## src/rtl/memory_arbiter.sv

```systemverilog
`default_nettype none
// ============================================================================
// Module      : memory_arbiter
// Description : Two-requester (I-cache = 0, D-cache = 1) round-robin arbiter
//               in front of a single higher-level memory port. A 1-cycle
//               arbitration state (IDLE) precedes every grant; the owner's
//               request is then passed straight through until it completes
//               or is abandoned.
//               Optional feature macro: MEM_ARB_LOCK_EN -- lets the current
//               owner keep the port for up to MAX_LOCK back-to-back
//               transactions so line fills / writebacks stay contiguous.
// Revision    : 1.0 - initial release
// ============================================================================
module memory_arbiter #(
    parameter int XLEN     = 32,
    parameter int MAX_LOCK = 8
) (
    input  logic            clk,
    input  logic            reset,

    // Requester 0 (I-cache, loads only)
    input  logic            r0_valid,
    input  logic            r0_op,
    input  logic [XLEN-1:0] r0_address,
    input  logic [1:0]      r0_size,
    input  logic [XLEN-1:0] r0_store_word,
    output logic            r0_fulfilled,
    output logic [XLEN-1:0] r0_loaded_word,

    // Requester 1 (D-cache)
    input  logic            r1_valid,
    input  logic            r1_op,
    input  logic [XLEN-1:0] r1_address,
    input  logic [1:0]      r1_size,
    input  logic [XLEN-1:0] r1_store_word,
    output logic            r1_fulfilled,
    output logic [XLEN-1:0] r1_loaded_word,

    // Higher-level memory
    output logic            m_valid,
    output logic            m_op,
    output logic [XLEN-1:0] m_address,
    output logic [1:0]      m_size,
    output logic [XLEN-1:0] m_store_word,
    input  logic            m_fulfilled,
    input  logic [XLEN-1:0] m_loaded_word
);

    // Size encoding (memory_operation_size_e): 0 BYTE, 1 HALF, 2 WORD.

    // ------------------------------------------------------------------------
    // Elaboration-time parameter checks
    // ------------------------------------------------------------------------
    generate
        if (XLEN != 32) begin : g_bad_xlen
            $error("memory_arbiter: XLEN must be 32");
        end
        if ((MAX_LOCK < 1) || (MAX_LOCK > 255)) begin : g_bad_max_lock
            $error("memory_arbiter: MAX_LOCK must be in 1..255");
        end
    endgenerate

    // ------------------------------------------------------------------------
    // State encoding
    // ------------------------------------------------------------------------
    localparam logic [0:0] c_st_idle = 1'b0;
    localparam logic [0:0] c_st_busy = 1'b1;

    logic [0:0] r_state;
    logic       r_owner;
    logic       r_last_owner;

    logic            w_busy;
    logic            w_any_valid;
    logic            w_winner;
    logic            w_sel_valid;
    logic            w_sel_op;
    logic [XLEN-1:0] w_sel_address;
    logic [1:0]      w_sel_size;
    logic [XLEN-1:0] w_sel_store_word;
    logic            w_m_valid;
    logic            w_retain;
    logic            w_to_idle;

    assign w_busy      = (r_state == c_st_busy);
    assign w_any_valid = r0_valid | r1_valid;

    // A lone requester wins; on a tie the one that did not finish last wins.
    assign w_winner = (r0_valid & r1_valid) ? ~r_last_owner : r1_valid;

    // Owner-side request multiplexer
    assign w_sel_valid      = r_owner ? r1_valid      : r0_valid;
    assign w_sel_op         = r_owner ? r1_op         : r0_op;
    assign w_sel_address    = r_owner ? r1_address    : r0_address;
    assign w_sel_size       = r_owner ? r1_size       : r0_size;
    assign w_sel_store_word = r_owner ? r1_store_word : r0_store_word;

    // Memory request is only live while BUSY; all fields read zero otherwise.
    assign w_m_valid    = w_busy & w_sel_valid;
    assign m_valid      = w_m_valid;
    assign m_op         = w_m_valid & w_sel_op;
    assign m_address    = w_m_valid ? w_sel_address    : {XLEN{1'b0}};
    assign m_size       = w_m_valid ? w_sel_size       : 2'b00;
    assign m_store_word = w_m_valid ? w_sel_store_word : {XLEN{1'b0}};

    // Completion goes to the owner only, and never while arbitrating.
    assign r0_fulfilled = w_busy & ~r_owner & m_fulfilled;
    assign r1_fulfilled = w_busy &  r_owner & m_fulfilled;

    // Load data is broadcast; only the owner sees a fulfilled strobe.
    assign r0_loaded_word = m_loaded_word;
    assign r1_loaded_word = m_loaded_word;

`ifdef MEM_ARB_LOCK_EN
    // ------------------------------------------------------------------------
    // Ownership lock: count transactions retained by the current owner
    // ------------------------------------------------------------------------
    localparam logic [7:0] c_lock_limit = 8'(MAX_LOCK - 1);

    logic [7:0] r_lock_count;

    // Keep the port after a completion while the hold budget lasts; whether
    // the owner actually continues is decided by its valid next cycle.
    assign w_retain = (r_lock_count < c_lock_limit);

    // Lock counter: bump per retained completion, clear when leaving BUSY
    always_ff @(posedge clk) begin
        if (reset) begin
            r_lock_count <= 8'd0;
        end else if (w_busy && m_fulfilled && w_retain) begin
            r_lock_count <= r_lock_count + 8'd1;
        end else if (w_to_idle) begin
            r_lock_count <= 8'd0;
        end
    end
`else
    assign w_retain = 1'b0;
`endif

    // Leave BUSY on a non-retained completion, or when the owner withdraws.
    assign w_to_idle = w_busy &
                       ((m_fulfilled & ~w_retain) | (~m_fulfilled & ~w_sel_valid));

    // Arbitration FSM with owner / last-owner tracking
    always_ff @(posedge clk) begin
        if (reset) begin
            r_state      <= c_st_idle;
            r_owner      <= 1'b0;
            r_last_owner <= 1'b1;
        end else begin
            case (r_state)
                c_st_idle: begin
                    if (w_any_valid) begin
                        r_owner <= w_winner;
                        r_state <= c_st_busy;
                    end
                end
                c_st_busy: begin
                    if (m_fulfilled) begin
                        r_last_owner <= r_owner;
                    end
                    if (w_to_idle) begin
                        r_state <= c_st_idle;
                    end
                end
                default: begin
                    r_state <= c_st_idle;
                end
            endcase
        end
    end

endmodule
`default_nettype wire

```

## config.mk

```make
export PLATFORM = sky130hd
export DESIGN_NAME = memory_arbiter
export DESIGN_NICKNAME = d
export VERILOG_FILES = /design/src/rtl/memory_arbiter.sv
export SDC_FILE = /design/constraint.sdc
export NUM_CORES = 1
export LEC_CHECK = 0
export BUFFER_PORTS_ARGS = -buffer_cell sky130_fd_sc_hd__buf_4
export CORE_AREA = 2 2 117 119
export DETAILED_ROUTE_END_ITERATION = 8
export DIE_AREA = 0 0 119 121
export PLACE_DENSITY = 0.52
export SETUP_SLACK_MARGIN = 0.2
export SYNTH_ARGS = -nofsm -noshare
export SYNTH_HDL_FRONTEND = slang
export SYNTH_SLANG_ARGS = --single-unit
```

## constraint.sdc

```tcl
create_clock -name clk -period 2.7 [get_ports clk]
set_input_delay 0.54 -clock clk [delete_from_list [all_inputs] [get_ports clk]]
set_output_delay 0.54 -clock clk [all_outputs]
set_load 0.01 [all_outputs]
```

After elaboration in Yosys (flattened, before gate mapping). Index checks and enable logic that the tools add are counted.

ROM bits: 0. Bits in latches: 0. Memory bits (writable): 0. Memories: 0. Bits of input ports: 171. Bits in registers: 3. Output and inout bits: 134.

$mul: 0. Shift operators: 0. Div/mod/pow operators: 0. $lt $le $gt $ge: 0. Equality and inequality tests: 0. Bitwise logic cells: 16. Reductions and logical operators: 2. Add/subtract/negate cells: 0. Muxes and demuxes: 12.

Operator list (number): $mux W32 (4); $and A1 B1 Y1 (9); $mux W1 (5); $not A1 Y1 (5); $mux W2 (2); $reduce_and A2 Y1 (2); $or A1 B1 Y1 (2); $pmux W1 S2 (1).

Depth between registers and ports, before layout. Gate-level depths: netlist (run 1).

Depth after elaboration: 7. Mapped depth: 6.

Worst setup path before layout (run 1). Ideal clock, no wire load.

Kind: input to output. Start: in r1_valid. End: out m_store_word[12]. Cell stages on the path: 5. Slack: 0.899 ns. Buffers on the path: 2. Arrival: 1.261 ns. Path through: buf_2 > clkbuf_1 > nand3_1 > o21ai_0 > and2_1.

Longest elaborated chain between the ends: 3.

Ends and longest elaborated chain: start: declaration (line 31) `input logic r1_valid,`; $mux W1 (line 92) `assign w_sel_valid = r_owner ? r1_valid : r0_valid;`; $and A1 B1 Y1 (line 99) `assign w_m_valid = w_busy & w_sel_valid;`; $mux W32 (line 104) `assign m_store_word = w_m_valid ? w_sel_store_word : {XLEN{1'b0}};`; end: declaration (line 44) `output logic [XLEN-1:0] m_store_word,`.

Every way passes these cells.

Final worst setup path (run 1).
Start: in r0_valid. End: out m_address[27].

Longest elaborated chain between the ends: 3.

Ends and longest elaborated chain: start: declaration (line 22) `input logic r0_valid,`; $mux W1 (line 92); $and A1 B1 Y1 (line 99); $mux W32 (line 102) `assign m_address = w_m_valid ? w_sel_address : {XLEN{1'b0}};`; end: declaration (line 42) `output logic [XLEN-1:0] m_address,`.

Every way passes these cells.

==> run_results.csv, run 1 <==
group,metric,value,unit
detailed_routing,drt-vias-per-instance,4.20,
logic_synthesis,ys_warn_count,0,
floorplanning,io_pins,305,
floorplanning,core,13100,µm²
clocking,clk_path_buf_depth,2,
clocking,ctsResizeCount,0,
clocking,cts_hold_buf,0,
sta,period_needed,2.18,ns
detailed_routing,wl_per_cell,12.6,µm
logic_synthesis,synth_nets,559,
sta,slew_headroom,60.9,%
power,total_power,754,µW
grt,overflow,0,
placement,gp_congestion,0.736,
min_path,min_from,"r_last_owner$_SDFFE_PP1P_",
flow_run,maxCapViolCount,0,
floorplanning,start_util,16.5,%
logic_synthesis,netlist_instances,388,
placement,io_buffers,208,
sta,worst_slack,0.523,ns
detailed_routing,via_count,2847,
min_path,hold_depth,1,
clocking,clock-root-buffer,"clkbuf_16",
layout,final_common_cell,"buf_4",
setup_path,required,2.16,ns
clocking,cts_buffers,3,
sta,drv_slew,0,
min_path,worstHoldEndpoint,"r_last_owner$_SDFFE_PP1P_",
placement,hpwl,6.83,mm
placement,dpl.cell_count,674,
layout,final_cell_count_no_fill,678,
sta,fin_crit_sh,80.6,%
clocking,cts_tree,"yes",
floorplanning,rows,42,
setup_path,ff2ff_setup_slack,1.41,ns
logic_synthesis,ys_types,19,
logic_synthesis,syn_area,2160,µm²
setup_path,criticalPathCategory,"primary input to primary output",
detailed_routing,drt-initial-drc-count,86,
logic_synthesis,synth-seq-area-share,2.78,%
setup_path,setup.worst_path.start_class,"primary input",
clocking,cts_setup_buffers,0,
floorplanning,die_y,121,µm
setup_path,r2r_end,"r_state$_SDFF_PP0_",
detailed_routing,antenna_left,0,
grt,grt_pass1_vias,2725,
logic_synthesis,synth-seq-cells,3,
logic_synthesis,yosys-top-cells-area,"buf_4, and2_1, o21ai_0, nand3_1, nand2_1",
setup_path,crit-reg2reg-launch,"r_owner$_SDFFE_PP0P_",
floorplanning,fp.dieArea,14400,µm²
sta,clock_skew,0.00120,ns
sta,setup_violations,0,
grt,antenna_found_initial,0,
sta,rsz0062_at_grt,"no",
layout,final_core_util,26.2,%
layout,nets,674,
clocking,h-tree-depth,1,
logic_synthesis,synth_top_cell_area_share,23.0,%
power,peakVddDrop,0.155,mV
layout,final_cell_mix,"buf_4, nand2_1, o21ai_0",
layout,n_antenna_cell,0,
grt,grt_max_degree,75,
clocking,path_clk_slew,0.03,ns
grt,grt_usage,11.1,%
setup_path,crit_arrival,1.64,ns
min_path,hold_path_class,"flop to flop",
layout,synthToLayoutAreaGrowth,59.1,%
placement,place_ws,0.496,ns
setup_path,critPathMaxFanout,38,
logic_synthesis,synth_top_cell_by_area,"buf_4",
sta,hold_viol_final,0,
setup_path,cp-end-kind,"primary output",
setup_path,worstRegToRegCells,4,
sta,final.setup.tns,0,ns
sta,worst_pin_slew,0.587,ns
clocking,cts.sinks,3,
run_status,status,"complete, no violations",
detailed_routing,postRouteWirelength,8.54,mm
power,power_density,219,nW/µm²
layout,drive_gt1_share,43.4,%
detailed_routing,drc,0,
detailed_routing,drt_first_pass_iters,4,
floorplanning,die-width,119,µm
clocking,insertion_delay,0.22,ns
logic_synthesis,avgSynthCellArea,5.56,µm²
power,power_leakage,1.67,nW
sta,fmax,459,MHz
grt,grt_pass1_wl,13.4,mm
how the worst max path moves through the flow:
stage             start                to  slack (ns)  depth (start not counted)
2_1_floorplan  r1_valid  m_store_word[12]        0.90                          5
3_3_place_gp   r0_valid     m_address[28]        0.52                          6
3_5_place_dp   r0_valid     m_address[27]        0.50                          6
4_1_cts        r0_valid     m_address[27]        0.50                          6
5_1_grt        r0_valid   m_store_word[3]        0.38                          6
6_report       r0_valid     m_address[27]        0.52                          6
cells in the mapped netlist, drive strengths merged:
master	n
inv	1
nand3b	1
nand3	67
and2	67
o22a	1
and3	1
mux2i	1
a21oi	1
clkbuf	16
dfxtp	3
o21ai	68
a211o	1
nand2	69
nor2	3
buf	87
nor2b	1
cell families after synthesis:
| kind of cell | share of synthesized area (%) |
|---|---|
| buf+inv | 31.5 |
| flops | 2.78 |
| simple gates | 48.4 |
| compound gates | 16.8 |
| mux | 0.464 |
metrics by stage:
stage / hold slack, ns / area [µm²]
2_1_floorplan: 0.435 / 2160
6_report: 0.466 / 3430
5_1_grt: 0.490 / 3430
4_1_cts: 0.465 / 3430
3_3_place_gp: 0.446 / 3360
3_5_place_dp: 0.459 / 3360
sequential cells by signal, summed over array words and instances (netlist names):
register      cells
r_owner           1
r_state           1
r_last_owner      1
report_power, final:
part | leakage (nW) | switching [mW] | internal [mW]
clock | 0.0382 | 0.0410 | 0.195
sequential | 0.0258 | 0.0177 | 0.0484
combinational | 1.60 | 0.193 | 0.258
total | 1.67 | 0.252 | 0.502
critical path: stages:
cell and delay [ns]:
buf_4 0.34, buf_12 0.25, nand2_1 0.07, o21ai_0 0.15, and2_1 0.15, buf_4 0.11
layout make-up:
| class | instances | area (µm²) |
|---|---|---|
| fillers | 1466 | 9650 |
| repair buffers | 213 | 1650 |
| multi-input cells | 281 | 1420 |
| well taps | 176 | 220 |
| clock buffers | 4 | 78.8 |
| flip-flops and latches | 3 | 65.1 |
| inverters | 1 | 3.75 |
layer usage:
layer | global-route usage, % | vias to the layer above | part of all wire, %
met1 | 11.9 | 1212 | 36
met3 | 2.40 | 31 | 8.5
met5 | 0 | - | 0
met2 | 20.8 | 168 | 52
li1 | - | 1436 | -
met4 | 4.76 | 0 | 3.1
(Power assumes the default switching activity.)
==> run 2, diff against run 1 <==
- ABC_AREA: unset -> 1
- CORE_AREA: 2 2 117 119 -> 2 2 119 121
- DIE_AREA: 0 0 119 121 -> 0 0 121 123
- PLACE_DENSITY: 0.52 -> 0.47
- clock period: 2.7 -> 2.08 ns (I/O delays scaled with it)
==> run_results.csv, run 2 <==
group,metric,value,unit
sta,period_needed,1.79,ns
setup_path,slowest_stage,"dfxtp_2",
clocking,path_clk_slew,0.03,ns
detailed_routing,antenna_left,0,
power,clkPwrFrac,32.3,%
placement,place_area,2910,µm²
setup_path,crit-reg2reg-launch,"r_owner$_SDFFE_PP0P_",
logic_synthesis,synth_edf_count,0,
logic_synthesis,synth_nets,482,
flow_run,maxCapViolCount,0,
min_path,hold_depth,2,
power,peakVddDrop,0.427,mV
logic_synthesis,async_flop_share,0,%
logic_synthesis,synth-seq-cells,3,
detailed_routing,postRouteWirelength,7.27,mm
clocking,cts_tree,"yes",
clocking,clk_path_buf_depth,2,
clocking,insertion_delay,0.22,ns
logic_synthesis,synth_top_cell_area_share,31.8,%
sta,final.setup.tns,0,ns
detailed_routing,drt-vias-per-instance,3.78,
setup_path,cp_cell_sequence,"clkinv_2 -> nand2_1 -> nand2_2 -> nand2_4 -> buf_12 -> a21oi_1 -> buf_4",
grt,grt_pass1_wl,10.2,mm
sta,rsz0062_at_grt,"yes",
setup_path,required,1.66,ns
detailed_routing,drt-initial-drc-count,77,
min_path,worstHoldEndpoint,"r_owner$_SDFFE_PP0P_",
placement,io_buffers,208,
placement,hpwl,5.82,mm
sta,fmax,559,MHz
layout,synthToLayoutAreaGrowth,82.7,%
layout,fillers,1580,
setup_path,setup.worst_path.start_class,"flop",
sta,fin_crit_sh,86.1,%
detailed_routing,wl_per_cell,11.6,µm
floorplanning,core,13600,µm²
clocking,cts_setup_buffers,0,
floorplanning,io_pins,305,
grt,antenna_found_initial,0,
layout,final_cell_mix,"buf_4, nand2_1, a21oi_1",
logic_synthesis,synth_top_cell_by_area,"nand2_1",
sta,drv_slew,0,
sta,setup_violations,0,
floorplanning,die_y,123,µm
setup_path,ff2ff_setup_slack,1.10,ns
layout,drive_gt1_share,54.7,%
min_path,min_from,"reset",
layout,final_common_cell,"buf_4",
logic_synthesis,ys_types,15,
clocking,clock-root-buffer,"clkbuf_16",
power,power_frac_comb,60.3,%
logic_synthesis,netlist_instances,311,
clocking,h-tree-depth,1,
setup_path,crit_arrival,1.37,ns
clocking,cts.sinks,3,
setup_path,critPathMaxStageDelay,0.33,ns
sta,worst_pin_slew,0.345,ns
power,power_leakage,1.61,nW
detailed_routing,drt_first_pass_iters,4,
layout,stdcell_area,3050,µm²
logic_synthesis,yosysMostFrequentCell,"nand2_1",
logic_synthesis,synth-seq-area-share,3.60,%
grt,grt_pass1_vias,2190,
layout,multi_input_area,992,µm²
sta,slew_headroom,77.0,%
power,power_density,305,nW/µm²
power,swShare,32.6,%
setup_path,r2r_end,"r_owner$_SDFFE_PP0P_",
logic_synthesis,syn_area,1670,µm²
logic_synthesis,ys_warn_count,0,
setup_path,worstRegToRegCells,3,
grt,grt_max_degree,37,
layout,n_antenna_cell,0,
placement,gp_congestion,0.752,
layout,biggestRegsByFlops,"r_last_owner: 1 flops, r_owner: 1 flops, r_state: 1 flops",
setup_path,critPathMaxFanout,32,
setup_path,cp-end-kind,"primary output",
sta,hold_viol_final,0,
min_path,hold_path_class,"primary input to flop",
floorplanning,start_util,12.2,%
floorplanning,rows,43,
power,internal_power,626,µW
power,power_frac_seq,7.4,%
logic_synthesis,ys_top_cells_by_count,"nand2_1, buf_4, a21oi_1",
grt,grt_usage,8.16,%
floorplanning,die-width,121,µm
sta,clock_skew,0.00104,ns
clocking,cts_buffers,3,
detailed_routing,drc,0,
logic_synthesis,yosys-top-cells-area,"nand2_1, buf_4, a21oi_1, a21oi_2, dfxtp_1",
run_status,status,"complete, no violations",
power,total_power,929,µW
detailed_routing,via_count,2358,
floorplanning,fp.dieArea,14900,µm²
logic_synthesis,avgSynthCellArea,5.36,µm²
logic_synthesis,synth_top_flop_cell,"dfxtp_1",
setup_path,cp_num_buf_inv,3,
layout,nets,616,
layout,seq_area,61.3,µm²
power,p_switching,303,µW
clocking,cts_hold_buf,0,
setup_path,critical_path.top_delay_family,"buffers and inverters",
grt,overflow,0,
setup_path,criticalPathCategory,"flop to primary output",
## run 2: changes by cell type after synthesis, moves of 19 or more
cell | previous run | this run
a21oi_2 | 0 | 19
a21oi_1 | 1 | 51
and2_1 | 67 | 0
nand3_1 | 67 | 3
nand2_1 | 69 | 141
o21ai_0 | 68 | 1
## run 2: worst register-to-register path: cells and delay by family, from the launching register on
| kind | cells | cell delay, ns |
|---|---|---|
| AO/OA/AOI/OAI | 1 | 0.13 |
| buffers and inverters | 1 | 0.33 |
| flip-flops | 1 | 0.35 |
| AND/OR/NAND/NOR | 1 | 0.10 |
## run 2: final cells by class
cell class / count / share of cell area (%)
Timing Repair Buffer: 215 / 54.8
Multi-Input combinational cell: 217 / 32.6
Inverter: 5 / 0.657
Tap cell: 180 / 7.40
Sequential cell: 3 / 2.01
Clock buffer: 4 / 2.59
## run 2: worst max-delay path by stage
| stage | from | slack, ns | cells past startpoint | endpoint |
|---|---|---|---|---|
| finish | r_owner$_SDFFE_PP0P_ | 0.29 | 7 | m_address[18] |
| global route | r_owner$_SDFFE_PP0P_ | 0.19 | 7 | m_store_word[3] |
| CTS | r_owner$_SDFFE_PP0P_ | 0.24 | 5 | m_store_word[2] |
| detailed placement | r1_valid | 0.29 | 7 | m_address[5] |
| global placement | r1_valid | 0.29 | 7 | m_address[5] |
| floorplan | r_owner$_SDFFE_PP0P_ | 0.59 | 8 | m_store_word[22] |
## run 2: repair_timing
action	CTS	global route
resized for setup	1	8
gates cloned	0	1
pin swaps	0	0
endpoints found under the setup margin	1	25
## run 2: routing by layer
metal | GRT usage (%) | up-vias | routed length, µm
li1 | - | 1181 | -
met1 | 9.40 | 1055 | 2780
met2 | 15.3 | 106 | 3800
met3 | 1.61 | 16 | 558
met4 | 2.18 | 0 | 123
met5 | 0 | - | 0
## run 2: power by group through the flow
stage	registers (mW)	clock network, mW	logic, mW
after floorplan	0.0660	0	0.351
after global placement	0.0684	0	0.542
after detailed placement	0.0683	0	0.549
after CTS	0.0676	0.303	0.552
after global routing	0.0690	0.311	0.617
final	0.0683	0.300	0.561
## run 2: per-stage QoR
| step | setup WS (ns) | util (%) | hold WS [ns] | cells |
|---|---|---|---|---|
| 6_report | 0.290 | 22.4 | 0.365 | 624 |
| 5_1_grt | 0.193 | 22.4 | 0.366 | 624 |
| 4_1_cts | 0.242 | 22.0 | 0.361 | 623 |
| 3_5_place_dp | 0.292 | 21.4 | 0.472 | 619 |
| 3_3_place_gp | 0.294 | 21.4 | 0.461 | 619 |
| 2_1_floorplan | 0.590 | - | 0.426 | 311 |
## run 2: kinds of logic (layout without fill, tap and decap cells)
| kind of cell | count (synthesis) | after routing | share of synthesized area, % |
|---|---|---|---|
| and+or+nand+nor | 146 | 146 | 33.3 |
| buffers and inverters | 91 | 224 | 37.5 |
| AOI/OAI and AO/OA | 71 | 71 | 25.6 |
| DFF | 3 | 3 | 3.60 |
==> run 3, diff against run 2 <==
- GPL_ROUTABILITY_DRIVEN: unset -> 0
- PLACE_DENSITY: 0.47 -> 0.48
- clock period: 2.08 -> 1.45 ns (I/O delays scaled with it)
==> run_results.csv, run 3 (synthesis results as in run 2) <==
group,metric,value,unit
run_status,status,"finished with violations",
run_status,violations,"setup timing",
sta,drv_slew,0,
detailed_routing,met3RoutedLength,697,µm
layout,nets,641,
layout,biggestRegsByFlops,"r_last_owner: 1 flops, r_owner: 1 flops, r_state: 1 flops",
setup_path,setup.worst_path.start_class,"flop",
sta,period_needed,1.70,ns
setup_path,critPathMaxFanout,8,
layout,stdcell_area,3990,µm²
clocking,clk_path_buf_depth,2,
detailed_routing,drt-met1-wl,4.04,mm
floorplanning,die_y,123,µm
clocking,insertion_delay,0.23,ns
floorplanning,rows,43,
clocking,h-tree-depth,1,
placement,place_area,3280,µm²
clocking,cts_tree,"yes",
placement,io_buffers,208,
setup_path,required,1.16,ns
layout,final_common_cell,"buf_4",
sta,worst_slack,-0.254,ns
sta,clock_skew,0.00225,ns
grt,overflow,0,
sta,fin_crit_sh,118,%
layout,drive_gt1_share,67.2,%
clocking,cts.sinks,3,
detailed_routing,top_layer,"met4",
floorplanning,io_pins,305,
sta,setup_violations,70,
grt,grt_pass1_vias,2421,
floorplanning,die-width,121,µm
placement,place_ws,-0.0790,ns
layout,n_antenna_cell,0,
detailed_routing,drt-vias-per-instance,3.96,
floorplanning,fp.dieArea,14900,µm²
power,power_density,437,nW/µm²
detailed_routing,wl_met2,5.30,mm
setup_path,crit_arrival,1.41,ns
clocking,cts_hold_buf,0,
layout,final_core_util,29.3,%
detailed_routing,antenna_left,0,
setup_path,criticalPathCategory,"flop to primary output",
layout,synthToLayoutAreaGrowth,139,%
grt,grt_pass1_wl,12.3,mm
sta,rsz0062_at_grt,"yes",
power,peakVddDrop,0.245,mV
grt,grt_max_degree,68,
min_path,hold_path_class,"primary input to flop",
power,power_leakage,1.88,nW
clocking,clock-root-buffer,"clkbuf_16",
detailed_routing,drc,0,
sta,worst_pin_slew,0.235,ns
detailed_routing,via_count,2572,
detailed_routing,postRouteWirelength,10.1,mm
setup_path,cp-end-kind,"primary output",
sta,slew_headroom,84.2,%
detailed_routing,wl_per_cell,15.6,µm
sta,hold_viol_final,0,
placement,hpwl,6.01,mm
layout,final_cell_mix,"buf_4, nand2_1, a21oi_2",
floorplanning,core,13600,µm²
flow_run,maxCapViolCount,0,
detailed_routing,drt-initial-drc-count,65,
sta,fmax,587,MHz
clocking,path_clk_slew,0.03,ns
grt,antenna_found_initial,0,
power,total_power,1.74,mW
detailed_routing,drt_first_pass_iters,4,
clocking,cts_buffers,3,
grt,grt_usage,10.3,%
floorplanning,start_util,12.2,%
==> run 3: worst paths after layout <==
kind,startpoint,to,slack (ns),cells past startpoint
worst max-delay path,r_owner$_SDFFE_PP0P_,m_store_word[8],-0.25,8
worst min-delay path,reset,r_state$_SDFF_PP0_,0.24,2
worst max register to register,r_owner$_SDFFE_PP0P_,r_state$_SDFF_PP0_,0.31,8
worst min register to register,r_last_owner$_SDFFE_PP1P_,r_last_owner$_SDFFE_PP1P_,0.46,2
==> run 3: metrics by stage <==
stage	hold slack, ns	std cells	setup TNS, ns
floorplan	0.359	311	0
global placement	0.444	623	-2.42
detailed placement	0.451	623	-2.49
CTS	0.236	638	-15.41
global route	0.234	649	-18.00
finish	0.236	649	-14.59
==> run 3: routing by layer <==
layer  vias to the layer above  track usage [%]
met1                      1182             11.5
met5                         -                0
met2                       133             19.9
met3                        16             2.03
met4                         0             2.76
li1                       1241                -
==> run 3: critical path: stages (launching register included) <==
cell     delay, ns
dfxtp_4       0.36
inv_8         0.06
nand2_4       0.05
nand2_4       0.09
nand2_8       0.07
buf_12        0.16
buf_16        0.15
a21oi_2       0.11
buf_4         0.13
==> run 3: repair_timing <==
| item | CTS | global route |
|---|---|---|
| cloned | 6 | 8 |
| endpoints found under the setup margin | 70 | 70 |
| buffers inserted | 5 | 3 |
| resized for setup | 30 | 27 |
| pin swaps | 2 | 2 |
==> run 3: cell type report <==
cell class	instances	area, µm²
tap	180	225
multi-input combinational	217	1370
timing repair buffer	240	2220
clock buffer	4	78.8
inverter	5	26.3
fill	1442	9620
sequential	3	63.8
==> run 3: where the power goes <==
group | leakage (nW) | switching (mW) | internal, mW
clock | 0.0382 | 0.0827 | 0.363
combinational | 1.82 | 0.540 | 0.659
sequential | 0.0255 | 0.00934 | 0.0891
